==> src/rtl/alu_result_stage.sv <==
// Two-entry result buffer behind the ALU: holds {sel, result, flags} per entry,
// tracks sticky carry/overflow/flag-consistency status and a saturating accept count.
module alu_result_stage #(
  parameter int CNT_W = 16
) (
  input  logic             clk,
  input  logic             rst,
  input  logic             in_valid,
  output logic             in_ready,
  input  logic [2:0]       in_sel,
  input  logic [7:0]       in_result,
  input  logic             in_carry,
  input  logic             in_zero,
  input  logic             in_negative,
  input  logic             in_overflow,
  input  logic             in_parity,
  output logic             out_valid,
  input  logic             out_ready,
  output logic [7:0]       out_result,
  output logic [2:0]       out_sel,
  output logic [4:0]       out_flags,
  input  logic             clr_sticky,
  output logic             sticky_carry,
  output logic             sticky_ovf,
  output logic             flag_err,
  output logic [CNT_W-1:0] op_count
);

  localparam logic [1:0] CNT_EMPTY = 2'd0;
  localparam logic [1:0] CNT_FULL  = 2'd2;

  // Zero must mirror (result == 0) and negative must mirror the result sign bit.
  function automatic logic flags_inconsistent(input logic [7:0] res, input logic z, input logic n);
    return (z != (res == 8'h00)) || (n != res[7]);
  endfunction

  logic [15:0]      r_mem [2];
  logic [1:0]       r_count;
  logic             r_wptr;
  logic             r_rptr;
  logic [15:0]      r_head;
  logic             r_in_ready;
  logic             r_out_valid;
  logic             r_sticky_carry;
  logic             r_sticky_ovf;
  logic             r_flag_err;
  logic [CNT_W-1:0] r_op_count;

  logic             w_push;
  logic             w_pop;
  logic [1:0]       w_count_nxt;
  logic             w_rptr_nxt;
  logic [15:0]      w_in_entry;
  logic [15:0]      w_head_nxt;
  logic             w_sticky_carry_nxt;
  logic             w_sticky_ovf_nxt;
  logic             w_flag_err_nxt;
  logic [CNT_W-1:0] w_op_count_nxt;

  // Handshake decode, occupancy/pointer next state and the next head entry.
  always_comb begin
    w_push      = in_valid && r_in_ready;
    w_pop       = r_out_valid && out_ready;
    w_in_entry  = {in_sel, in_result, in_carry, in_zero, in_negative, in_overflow, in_parity};
    w_count_nxt = r_count;
    w_rptr_nxt  = r_rptr;
    w_head_nxt  = r_head;

    case ({w_push, w_pop})
      2'b10: begin
        w_count_nxt = r_count + 2'd1;
      end
      2'b01: begin
        w_count_nxt = r_count - 2'd1;
        w_rptr_nxt  = ~r_rptr;
      end
      2'b11: begin
        w_count_nxt = r_count;
        w_rptr_nxt  = ~r_rptr;
      end
      default: begin
        w_count_nxt = r_count;
      end
    endcase

    // The head register keeps its last value while empty; a slot being written this cycle comes from the input.
    if (w_count_nxt == CNT_EMPTY) begin
      w_head_nxt = r_head;
    end else if (w_push && (r_wptr == w_rptr_nxt)) begin
      w_head_nxt = w_in_entry;
    end else begin
      w_head_nxt = r_mem[w_rptr_nxt];
    end
  end

  // Sticky status (a setting push wins over a clear) and the saturating accept counter.
  always_comb begin
    w_sticky_carry_nxt = (clr_sticky ? 1'b0 : r_sticky_carry) | (w_push && in_carry);
    w_sticky_ovf_nxt   = (clr_sticky ? 1'b0 : r_sticky_ovf)   | (w_push && in_overflow);
    w_flag_err_nxt     = (clr_sticky ? 1'b0 : r_flag_err)     |
                         (w_push && flags_inconsistent(in_result, in_zero, in_negative));
    if (w_push && (r_op_count != {CNT_W{1'b1}})) begin
      w_op_count_nxt = r_op_count + {{(CNT_W-1){1'b0}}, 1'b1};
    end else begin
      w_op_count_nxt = r_op_count;
    end
  end

  // State registers; ready/valid are registered from next occupancy so neither depends combinationally on the handshake inputs.
  always_ff @(posedge clk) begin
    if (rst) begin
      r_mem[0]       <= 16'h0000;
      r_mem[1]       <= 16'h0000;
      r_count        <= CNT_EMPTY;
      r_wptr         <= 1'b0;
      r_rptr         <= 1'b0;
      r_head         <= 16'h0000;
      r_in_ready     <= 1'b1;
      r_out_valid    <= 1'b0;
      r_sticky_carry <= 1'b0;
      r_sticky_ovf   <= 1'b0;
      r_flag_err     <= 1'b0;
      r_op_count     <= {CNT_W{1'b0}};
    end else begin
      if (w_push) begin
        r_mem[r_wptr] <= w_in_entry;
        r_wptr        <= ~r_wptr;
      end
      r_count        <= w_count_nxt;
      r_rptr         <= w_rptr_nxt;
      r_head         <= w_head_nxt;
      r_in_ready     <= (w_count_nxt != CNT_FULL);
      r_out_valid    <= (w_count_nxt != CNT_EMPTY);
      r_sticky_carry <= w_sticky_carry_nxt;
      r_sticky_ovf   <= w_sticky_ovf_nxt;
      r_flag_err     <= w_flag_err_nxt;
      r_op_count     <= w_op_count_nxt;
    end
  end

  assign in_ready     = r_in_ready;
  assign out_valid    = r_out_valid;
  assign out_sel      = r_head[15:13];
  assign out_result   = r_head[12:5];
  assign out_flags    = r_head[4:0];
  assign sticky_carry = r_sticky_carry;
  assign sticky_ovf   = r_sticky_ovf;
  assign flag_err     = r_flag_err;
  assign op_count     = r_op_count;

endmodule
==> config.mk <==
export PLATFORM = sky130hd
export DESIGN_NAME = alu_result_stage
export DESIGN_NICKNAME = d
export VERILOG_FILES = /design/src/rtl/alu_result_stage.sv
export SDC_FILE = /design/constraint.sdc
export NUM_CORES = 1
export LEC_CHECK = 0
export CAP_MARGIN = 20
export CORE_MARGIN = 2
export CORE_UTILIZATION = 30
export DETAILED_ROUTE_END_ITERATION = 8
export GPL_TIMING_DRIVEN = 0
export HOLD_SLACK_MARGIN = 0.12
export PLACE_DENSITY = 0.5
export SLEW_MARGIN = 20
export SYNTH_ARGS = -nofsm -noshare
export SYNTH_HDL_FRONTEND = slang
export SYNTH_SLANG_ARGS = --single-unit
==> constraint.sdc <==
create_clock -name clk -period 6.4 [get_ports clk]
set_clock_uncertainty 0.2 [all_clocks]
set_input_delay 1.28 -clock clk [delete_from_list [all_inputs] [get_ports clk]]
set_output_delay 1.28 -clock clk [all_outputs]
set_load 0.02 [all_outputs]
==> impl_metrics.env, run 1 <==
export IMPL_rsz0062_at_grt="false"
export IMPL_p_per_area_nw_per_um2=283
export IMPL_clock_sinks=73
export IMPL_h_tree_depth=3
export IMPL_nets=424
export IMPL_holdCritStartpoint="r_head[15]"
export IMPL_cts_buffer_depth=2
export IMPL_synth_fp_nets=354
export IMPL_hp_class="register to register"
export IMPL_gr_usage_met1_pct=22.0
export IMPL_drt_iter0_markers=148
export IMPL_io_pin_count=58
export IMPL_slowest_stage="clkdlybuf4s50_1"
export IMPL_use_met3_pct=2.94
export IMPL_ant_nets=0
export IMPL_max_slew_margin_pct=53.2
export IMPL_max_cap_violations=0
export IMPL_port_buffers=57
export IMPL_endpoint_kind="register"
export IMPL_hpwl_um=6510
export IMPL_synth_cells=331
export IMPL_slew_viol_final=0
export IMPL_cts_tree="done"
export IMPL_ir_drop_v=0.000108
export IMPL_wl_per_cell_um=17.1
export IMPL_cp_max_fo=10
export IMPL_whs_endpoint="r_head[15]"
export IMPL_required_ps=6400
export IMPL_ctsRootBufferMaster="clkbuf_8"
export IMPL_core_area_sq_um=10900
export IMPL_die_w_um=110
export IMPL_gr_max_usage_layer="met2"
export IMPL_cts_hold_buf=0
export IMPL_worst_slew_pin_slew_ps=696
export IMPL_leakage_uw=0.00158
export IMPL_ys_seq_elements=73
export IMPL_cts_setup_buffers=0
export IMPL_cts_buffers=9
export IMPL_vias=2869
export IMPL_detail_route_first_pass_iterations=4
export IMPL_num_rows=38
export IMPL_die_area_sq_um=12100
export IMPL_drive_gt1_share_pct=7.14
export IMPL_grt_antenna_before_repair=0
export IMPL_r2r_end="r_head[3]"
export IMPL_grt_max_degree=13
export IMPL_reg2reg_slack_ps=3200
export IMPL_synth_area_sq_um=3370
export IMPL_met2_usage_pct=26.3
export IMPL_finalHoldViolations=0
export IMPL_antenna_cells=0
export IMPL_drt_wl_total_um=9330
export IMPL_grt_overflow_total=0
export IMPL_gp_congestion=0.781
export IMPL_viasPerCell=5.25
export IMPL_ys_seq_area_share_pct=52.8
export IMPL_final_util_pct=39.8
export IMPL_clk_latency_ps=350
export IMPL_slowest_delay_ps=530
export IMPL_drc_errors=0
export IMPL_cp_start_kind="input pin"
export IMPL_outcome="finished clean"
export IMPL_cts_repair_resized=0
export IMPL_syn_avg_cell_area_sq_um=10.2
export IMPL_fmax_mhz=234
export IMPL_clk_pin_slew_ps=80
export IMPL_grt_total_usage_pct=16.4
export IMPL_initial_core_util_pct=31.0
export IMPL_die_h_um=110
export IMPL_critical_path_class="input pin to register"
export IMPL_finalCritPeriodShare_pct=66.9
export IMPL_crit_chain="clkdlybuf4s50_1 > nand2_2 > buf_1 > ha_1 > nand2b_1 > o22ai_1 > or2_2 > clkbuf_1 > clkbuf_1 > o32ai_1"
export IMPL_fin_tns_setup_ps=0
export IMPL_whs_path_depth=2
export IMPL_arrival_ps=4280
export IMPL_area_growth_pct=28.4
export IMPL_hold_ws_ps=256
export IMPL_first_global_vias=2848
export IMPL_cpMostUsedCell="clkbuf_1"
export IMPL_grt_pass1_wl_um=15000
export IMPL_setup_viol=0
export IMPL_ys_warn_count=0
export IMPL_ys_types=42
export IMPL_r2r_worst_path_cells=9
export IMPL_worstReg2RegStart="in_ready"
export IMPL_fin_crit_ps=4280
sequential cells by signal, indices dropped and copies added, names as in the netlist:
register,count
r_mem,32
op_count,16
r_head,16
r_count,2
flag_err,1
in_ready,1
out_valid,1
r_rptr,1
r_wptr,1
sticky_carry,1
sticky_ovf,1
final cells by class:
cell class                 count  area, sq um
buffer                        24         93.8
clock buffer                  11          131
clock inverter                 5         47.5
fill                        1135         6560
inverter                      23         86.3
multi-input combinational    211         1420
sequential                    73         1780
tap                          140          175
timing repair buffer          59          597
cell usage in the layout, fill, tap and decap left out, types with 4 or more instances in the layout:
cell type / synthesis / layout
or4_1: 7 / 7
clkbuf_1: 17 / 19
or2_2: 4 / 4
o32ai_1: 16 / 16
o31ai_1: 7 / 7
dfxtp_1: 41 / 41
a21oi_1: 14 / 14
nand2b_1: 4 / 4
and3_1: 46 / 46
nand2_1: 7 / 7
nor2b_1: 4 / 4
or3_1: 7 / 7
o21ai_0: 6 / 6
clkdlybuf4s50_1: 0 / 57
nor4_1: 5 / 5
buf_1: 4 / 4
clkbuf_8: 0 / 9
inv_1: 23 / 23
edfxtp_1: 32 / 32
nor3_1: 20 / 20
nor2_1: 11 / 11
nand3_1: 8 / 8
a221oi_1: 16 / 16
critical path, delay by kind of cell:
| kind | cells | cell delay [ps] |
|---|---|---|
| AOI/OAI and AO/OA | 2 | 360 |
| buffers and inverters | 4 | 1740 |
| adders and majority gates | 1 | 360 |
| and+or+nand+nor | 3 | 540 |
through the flow:
stage	setup slack [ps]	instances	total power (uW)	instance area (sq um)
floorplan	3040	331	754	3370
global placement	1830	528	882	4120
detailed placement	1740	530	889	4150
CTS	2100	546	1240	4330
global route	1830	546	1290	4330
finish	2120	546	1220	4330
how the worst max path moves through the flow:
stage / from / slack, ps / to
after global placement: in_valid / 1830 / r_head[4]
after CTS: in_valid / 2100 / r_head[3]
after global routing: in_valid / 1830 / r_head[0]
after detailed placement: in_valid / 1740 / r_head[4]
final: in_valid / 2120 / r_head[3]
after floorplan: in_valid / 3040 / r_head[0]
layer usage:
layer / wire, um / vias to the layer above
met5: 0 / -
met3: 514 / 13
met4: 131 / 0
li1: - / 1410
met2: 4320 / 68
met1: 4360 / 1378
where the power goes:
part           internal, uW  switching, uW
registers               540           25.6
clock network           177            173
logic                   131            178
synth_stat cells:
| master | count | area share (%) |
|---|---|---|
| o41ai_1 | 1 | 0.26 |
| nor2b_1 | 4 | 0.74 |
| dfxtp_1 | 41 | 24 |
| edfxtp_1 | 32 | 28 |
| inv_1 | 23 | 2.6 |
| nand2_1 | 7 | 0.78 |
| nand2_2 | 1 | 0.19 |
| a221oi_1 | 16 | 4.2 |
| xnor2_1 | 3 | 0.78 |
| mux2_1 | 1 | 0.33 |
| and3_1 | 46 | 8.5 |
| a21oi_1 | 14 | 2.1 |
| a31oi_1 | 1 | 0.19 |
| buf_2 | 3 | 0.45 |
| o32ai_1 | 16 | 4.2 |
| mux2_2 | 2 | 0.67 |
| nand3_1 | 8 | 1.2 |
| nor4b_1 | 1 | 0.26 |
| nor3_1 | 20 | 3.0 |
| o22ai_1 | 1 | 0.19 |
| buf_1 | 4 | 0.45 |
| a21bo_2 | 1 | 0.30 |
| nor2_1 | 11 | 1.2 |
| nand2b_1 | 4 | 0.74 |
| ha_1 | 2 | 0.74 |
| o31ai_1 | 7 | 1.6 |
| nand3b_1 | 1 | 0.22 |
| a32oi_1 | 2 | 0.52 |
| clkbuf_1 | 17 | 1.9 |
| a22o_1 | 1 | 0.26 |
| o21bai_1 | 2 | 0.45 |
| nand4_1 | 3 | 0.56 |
| and2_1 | 1 | 0.19 |
| o31a_1 | 1 | 0.26 |
| o21ai_0 | 6 | 0.89 |
| nor4_1 | 5 | 0.93 |
| or4_1 | 7 | 1.6 |
| or4b_2 | 1 | 0.30 |
| o21ba_2 | 1 | 0.30 |
| xnor3_1 | 2 | 1.3 |
| or3_1 | 7 | 1.3 |
| or2_2 | 4 | 0.74 |
kinds of logic (layout without fill, tap and decap cells):
| kind of cell | Yosys count | count (layout) | share of synthesized area (%) |
|---|---|---|---|
| flip-flops | 73 | 73 | 52.8 |
| adder cells (fa/ha/maj) | 2 | 2 | 0.742 |
| AO/OA/AOI/OAI | 70 | 70 | 15.5 |
| XOR/XNOR | 5 | 5 | 2.12 |
| multiplexers | 3 | 3 | 1.00 |
| AND/OR/NAND/NOR | 131 | 131 | 22.4 |
| buffers and inverters | 47 | 122 | 5.34 |
(Power assumes the default switching activity.)
==> inputs of run 2 (changes only) <==
Settings changed: PLACE_DENSITY 0.5 to 0.52.
Clock period 6.4 ns to 3.85 ns, I/O delays scaled along.
==> impl_metrics.env, run 2 (synthesized netlist as in run 1, its figures left out) <==
export IMPL_outcome="finished clean"
export IMPL_nets=423
export IMPL_critical_path_class="input pin to register"
export IMPL_top_register="r_mem"
export IMPL_initial_core_util_pct=31.0
export IMPL_slowest_stage="clkdlybuf4s50_1"
export IMPL_finalHoldViolations=0
export IMPL_drt_iter0_markers=161
export IMPL_crit_chain="clkdlybuf4s50_1 > nand2_2 > ha_1 > nand2b_1 > o22ai_1 > or2_2 > clkbuf_1 > buf_1 > o32ai_1"
export IMPL_first_global_vias=2817
export IMPL_final_common_cell="clkdlybuf4s50_1"
export IMPL_max_slew_margin_pct=49.8
export IMPL_p_total_uw=1990
export IMPL_detail_route_first_pass_iterations=4
export IMPL_setup_viol=0
export IMPL_clk_latency_ps=340
export IMPL_clk_pin_slew_ps=70
export IMPL_whs_path_depth=2
export IMPL_die_area_sq_um=12100
export IMPL_combinationalPowerShare_pct=25.8
export IMPL_reg2reg_slack_ps=930
export IMPL_grt_total_usage_pct=16.2
export IMPL_ir_drop_v=0.000152
export IMPL_ctsRootBufferMaster="clkbuf_8"
export IMPL_p_seq_share_pct=47.2
export IMPL_endpoint_kind="register"
export IMPL_cts_tree="done"
export IMPL_viasPerCell=5.25
export IMPL_arrival_ps=3480
export IMPL_cts_buffer_depth=2
export IMPL_whs_endpoint="r_head[7]"
export IMPL_drc_errors=0
export IMPL_seq_area_sq_um=1780
export IMPL_area_growth_pct=28.1
export IMPL_grt_max_degree=13
export IMPL_grt_antenna_before_repair=0
export IMPL_cp_max_fo=18
export IMPL_switchingPower_uw=629
export IMPL_required_ps=3850
export IMPL_hpwl_um=6460
export IMPL_clock_sinks=73
export IMPL_fin_crit_ps=3470
export IMPL_r2r_end="r_head[3]"
export IMPL_rsz0062_at_grt="false"
export IMPL_port_buffers=57
export IMPL_die_h_um=110
export IMPL_ant_nets=0
export IMPL_p_per_area_nw_per_um2=461
export IMPL_cts_setup_buffers=0
export IMPL_drive_gt1_share_pct=7.90
export IMPL_largest_reg_flops=32
export IMPL_antenna_cells=0
export IMPL_cp_start_kind="input pin"
export IMPL_clkPwrFrac_pct=27.0
export IMPL_n_fill_cell=1102
export IMPL_holdCritStartpoint="r_head[7]"
export IMPL_leakage_uw=0.00157
export IMPL_hold_ws_ps=256
export IMPL_io_pin_count=58
export IMPL_r2r_worst_path_cells=8
export IMPL_multi_input_area_sq_um=1420
export IMPL_core_area_sq_um=10900
export IMPL_worst_slew_pin_slew_ps=746
export IMPL_sw_frac_of_total_pct=31.6
export IMPL_drt_wl_total_um=9150
export IMPL_final_cell_mix="clkdlybuf4s50_1 (57), and3_1 (46), dfxtp_1 (41), edfxtp_1 (32), inv_1 (23)"
export IMPL_internal_power_uw=1360
export IMPL_max_cap_violations=0
export IMPL_h_tree_depth=3
export IMPL_num_rows=38
export IMPL_hp_class="register to register"
export IMPL_die_w_um=110
export IMPL_slew_viol_final=0
export IMPL_slowest_delay_ps=600
export IMPL_cts_buffers=9
export IMPL_grt_overflow_total=0
export IMPL_wl_per_cell_um=16.8
export IMPL_gp_congestion=0.758
export IMPL_grt_pass1_wl_um=14700
export IMPL_finalCritPeriodShare_pct=90.2
export IMPL_vias=2863
export IMPL_fmax_mhz=288
export IMPL_worstReg2RegStart="in_ready"
## run 2: cell count changes in the layout (fill, tap and decap cells not counted)
cell,previous run,this run
bufinv_16,1,0
clkbuf_1,19,16
clkbuf_8,9,10
clkinv_1,2,1
clkinv_2,2,3
clkinvlp_4,0,2
## run 2: per-stage QoR
| step | instances | cell area (sq um) | TNS [ps] | utilization, % | setup slack, ps |
|---|---|---|---|---|---|
| 4_1_cts | 546 | 4320 | 0 | 39.7 | 75.3 |
| 3_5_place_dp | 530 | 4150 | -2690 | 38.1 | -291 |
| 6_report | 545 | 4320 | 0 | 39.7 | 377 |
| 2_1_floorplan | 331 | 3370 | 0 | - | 996 |
| 3_3_place_gp | 528 | 4120 | -1830 | 37.8 | -205 |
| 5_1_grt | 545 | 4320 | 0 | 39.7 | 73.0 |
## run 2: how the worst max path moves through the flow
stage | cells after the start | startpoint | slack (ps) | end
final | 9 | in_valid | 380 | r_head[3]
after CTS | 10 | in_valid | 80 | r_head[3]
after detailed placement | 10 | in_valid | -290 | r_head[5]
after floorplan | 9 | in_valid | 1000 | r_head[0]
after global routing | 9 | in_valid | 70 | r_head[4]
after global placement | 10 | in_valid | -210 | r_head[1]
## run 2: worst max-delay path: cells and delay by family
family	cells	cell delay, ps
fa+ha+maj	1	410
compound gates	2	350
simple gates	3	580
buf+inv	3	1360
## run 2: cell type report
class / count / area share [%]
plain buffers: 23 / 2.09
clock buffers: 10 / 3.19
clock inverters: 6 / 0.782
inverters: 23 / 2.00
multi-input cells: 211 / 32.8
flip-flops and latches: 73 / 41.3
well taps: 140 / 4.06
repair buffers: 59 / 13.8
## run 2: layer usage
layer  vias up  part of all wire, %  GRT usage (%)
li1       1408                    -              -
met1      1354                   48           22.6
met2        82                   45           24.6
met3        19                  4.7           2.76
met4         0                  2.3           6.87
met5         -                    0              0
## run 2: timing repair
action                                  4_1_cts  5_1_grt
endpoints found under the setup margin        0       10
gates resized for setup                       0        1
hold buffers                                  0        0
## run 2: power by group through the flow
stage          clock network (uW)  logic, uW  registers (uW)
2_1_floorplan                   0        250            1000
3_3_place_gp                    0        506             957
3_5_place_dp                    0        518             957
4_1_cts                       553        520             940
5_1_grt                       587        560             949
6_report                      537        513             939
==> inputs of run 3 (changes only) <==
--- a/config.mk
+++ b/config.mk
@@ -13,2 +13,3 @@
 export HOLD_SLACK_MARGIN = 0.12
+export MAX_ROUTING_LAYER = met4
 export PLACE_DENSITY = 0.52
--- a/constraint.sdc
+++ b/constraint.sdc
@@ -4,2 +4,2 @@
 set_output_delay 0.77 -clock clk [all_outputs]
-set_load 0.02 [all_outputs]
+set_load 0.05 [all_outputs]
==> impl_metrics.env, run 3 (synthesized netlist as in run 1, its figures left out) <==
export IMPL_cts_repair_resized=0
export IMPL_switchingPower_uw=729
export IMPL_vias=2866
export IMPL_crit_chain="clkdlybuf4s50_1 > nand2_2 > ha_1 > nand2b_1 > o22ai_1 > or2_2 > clkbuf_1 > buf_1 > o32ai_1"
export IMPL_sw_frac_of_total_pct=34.9
export IMPL_fmax_mhz=289
export IMPL_initial_core_util_pct=31.0
export IMPL_clk_latency_ps=340
export IMPL_setup_viol=0
export IMPL_slowest_stage="clkdlybuf4s50_1"
export IMPL_ctsRootBufferMaster="clkbuf_8"
export IMPL_max_cap_violations=0
export IMPL_rsz0062_at_grt="false"
export IMPL_die_w_um=110
export IMPL_critical_path_class="input pin to register"
export IMPL_die_h_um=110
export IMPL_arrival_ps=3470
export IMPL_hp_class="register to register"
export IMPL_gp_congestion=0.768
export IMPL_grt_total_usage_pct=16.6
export IMPL_cts_setup_buffers=0
export IMPL_wl_per_cell_um=16.9
export IMPL_clk_pin_slew_ps=70
export IMPL_port_buffers=57
export IMPL_internal_power_uw=1360
export IMPL_top_register="r_mem"
export IMPL_fin_crit_ps=3460
export IMPL_grt_overflow_total=0
export IMPL_cts_tree="done"
export IMPL_cp_max_fo=18
export IMPL_detail_route_first_pass_iterations=4
export IMPL_ant_nets=0
export IMPL_cts_buffers=9
export IMPL_drc_errors=0
export IMPL_clkPwrFrac_pct=25.7
export IMPL_drt_wl_total_um=9210
export IMPL_num_rows=38
export IMPL_p_total_uw=2090
export IMPL_p_seq_share_pct=45.0
export IMPL_fin_area_sq_um=4320
export IMPL_cts_hold_buf=0
export IMPL_viasPerCell=5.26
export IMPL_leakage_uw=0.00157
export IMPL_cts_buffer_depth=2
export IMPL_slew_viol_final=0
export IMPL_combinationalPowerShare_pct=29.3
export IMPL_h_tree_depth=3
export IMPL_core_area_sq_um=10900
export IMPL_nets=423
export IMPL_largest_reg_flops=32
export IMPL_final_cell_mix="clkdlybuf4s50_1 (57), and3_1 (46), dfxtp_1 (41), edfxtp_1 (32), inv_1 (23)"
export IMPL_antenna_cells=0
export IMPL_area_growth_pct=28.1
export IMPL_p_per_area_nw_per_um2=484
export IMPL_final_util_pct=39.7
export IMPL_die_area_sq_um=12100
export IMPL_grt_pass1_wl_um=14700
export IMPL_ir_drop_v=0.000169
export IMPL_drt_iter0_markers=190
export IMPL_finalHoldViolations=0
export IMPL_clock_sinks=73
export IMPL_n_fill_cell=1102
export IMPL_slowest_delay_ps=600
export IMPL_place_area_sq_um=4150
export IMPL_worst_slew_pin_slew_ps=765
export IMPL_endpoint_kind="register"
export IMPL_outcome="finished clean"
export IMPL_finalCritPeriodShare_pct=89.9
export IMPL_final_common_cell="clkdlybuf4s50_1"
export IMPL_grt_antenna_before_repair=0
export IMPL_max_slew_margin_pct=48.5
export IMPL_cp_start_kind="input pin"
export IMPL_grt_max_degree=13
export IMPL_io_pin_count=58
export IMPL_required_ps=3850
export IMPL_drive_gt1_share_pct=7.90
export IMPL_first_global_vias=2824
export IMPL_hpwl_um=6460
run 3: worst max-delay path: cells and delay by family:
kind | cells | cell delay (ps)
buffers and inverters | 3 | 1370
adder cells (fa/ha/maj) | 1 | 400
AND/OR/NAND/NOR | 3 | 570
AO/OA/AOI/OAI | 2 | 340
run 3: worst paths after layout:
path / to / from / slack (ps) / cells after the start
hold reg to reg: r_head[7] / r_head[7] / 260 / 2
hold / removal: r_head[7] / r_head[7] / 260 / 2
setup / recovery: r_head[3] / in_valid / 390 / 9
setup reg to reg: r_head[3] / in_ready / 940 / 8
run 3: cell type report:
cell class                      count  area (sq um)  area share, %
Buffer                             23          90.1           2.09
Clock buffer                       10           138           3.19
Tap cell                          140           175           4.06
Clock inverter                      6          33.8          0.782
Inverter                           23          86.3           2.00
Sequential cell                    73          1780           41.3
Timing Repair Buffer               59           597           13.8
Multi-Input combinational cell    211          1420           32.8
run 3: layer usage:
metal / global-route usage [%] / share of wire [%] / up-vias
met4: 6.87 / 1.9 / 0
met5: - / 0 / -
li1: - / - / 1408
met3: 2.53 / 4.2 / 21
met1: 22.4 / 48 / 1357
met2: 24.9 / 46 / 80
run 3: power groups by stage:
stage	combinational (uW)	clock [uW]	sequential [uW]
final	612	538	939
after global routing	657	587	949
after CTS	617	553	940
after detailed placement	615	0	957
after global placement	603	0	957
after floorplan	251	0	1100
run 3: stage by stage:
| stage | cells | hold slack, ps | worst slack, ps | setup TNS (ps) |
|---|---|---|---|---|
| detailed placement | 530 | 245 | -291 | -2690 |
| CTS | 546 | 259 | 75.3 | 0 |
| global route | 545 | 273 | 73.0 | 0 |
| global placement | 528 | 246 | -205 | -1830 |
| finish | 545 | 256 | 388 | 0 |
| floorplan | 331 | 303 | 992 | 0 |
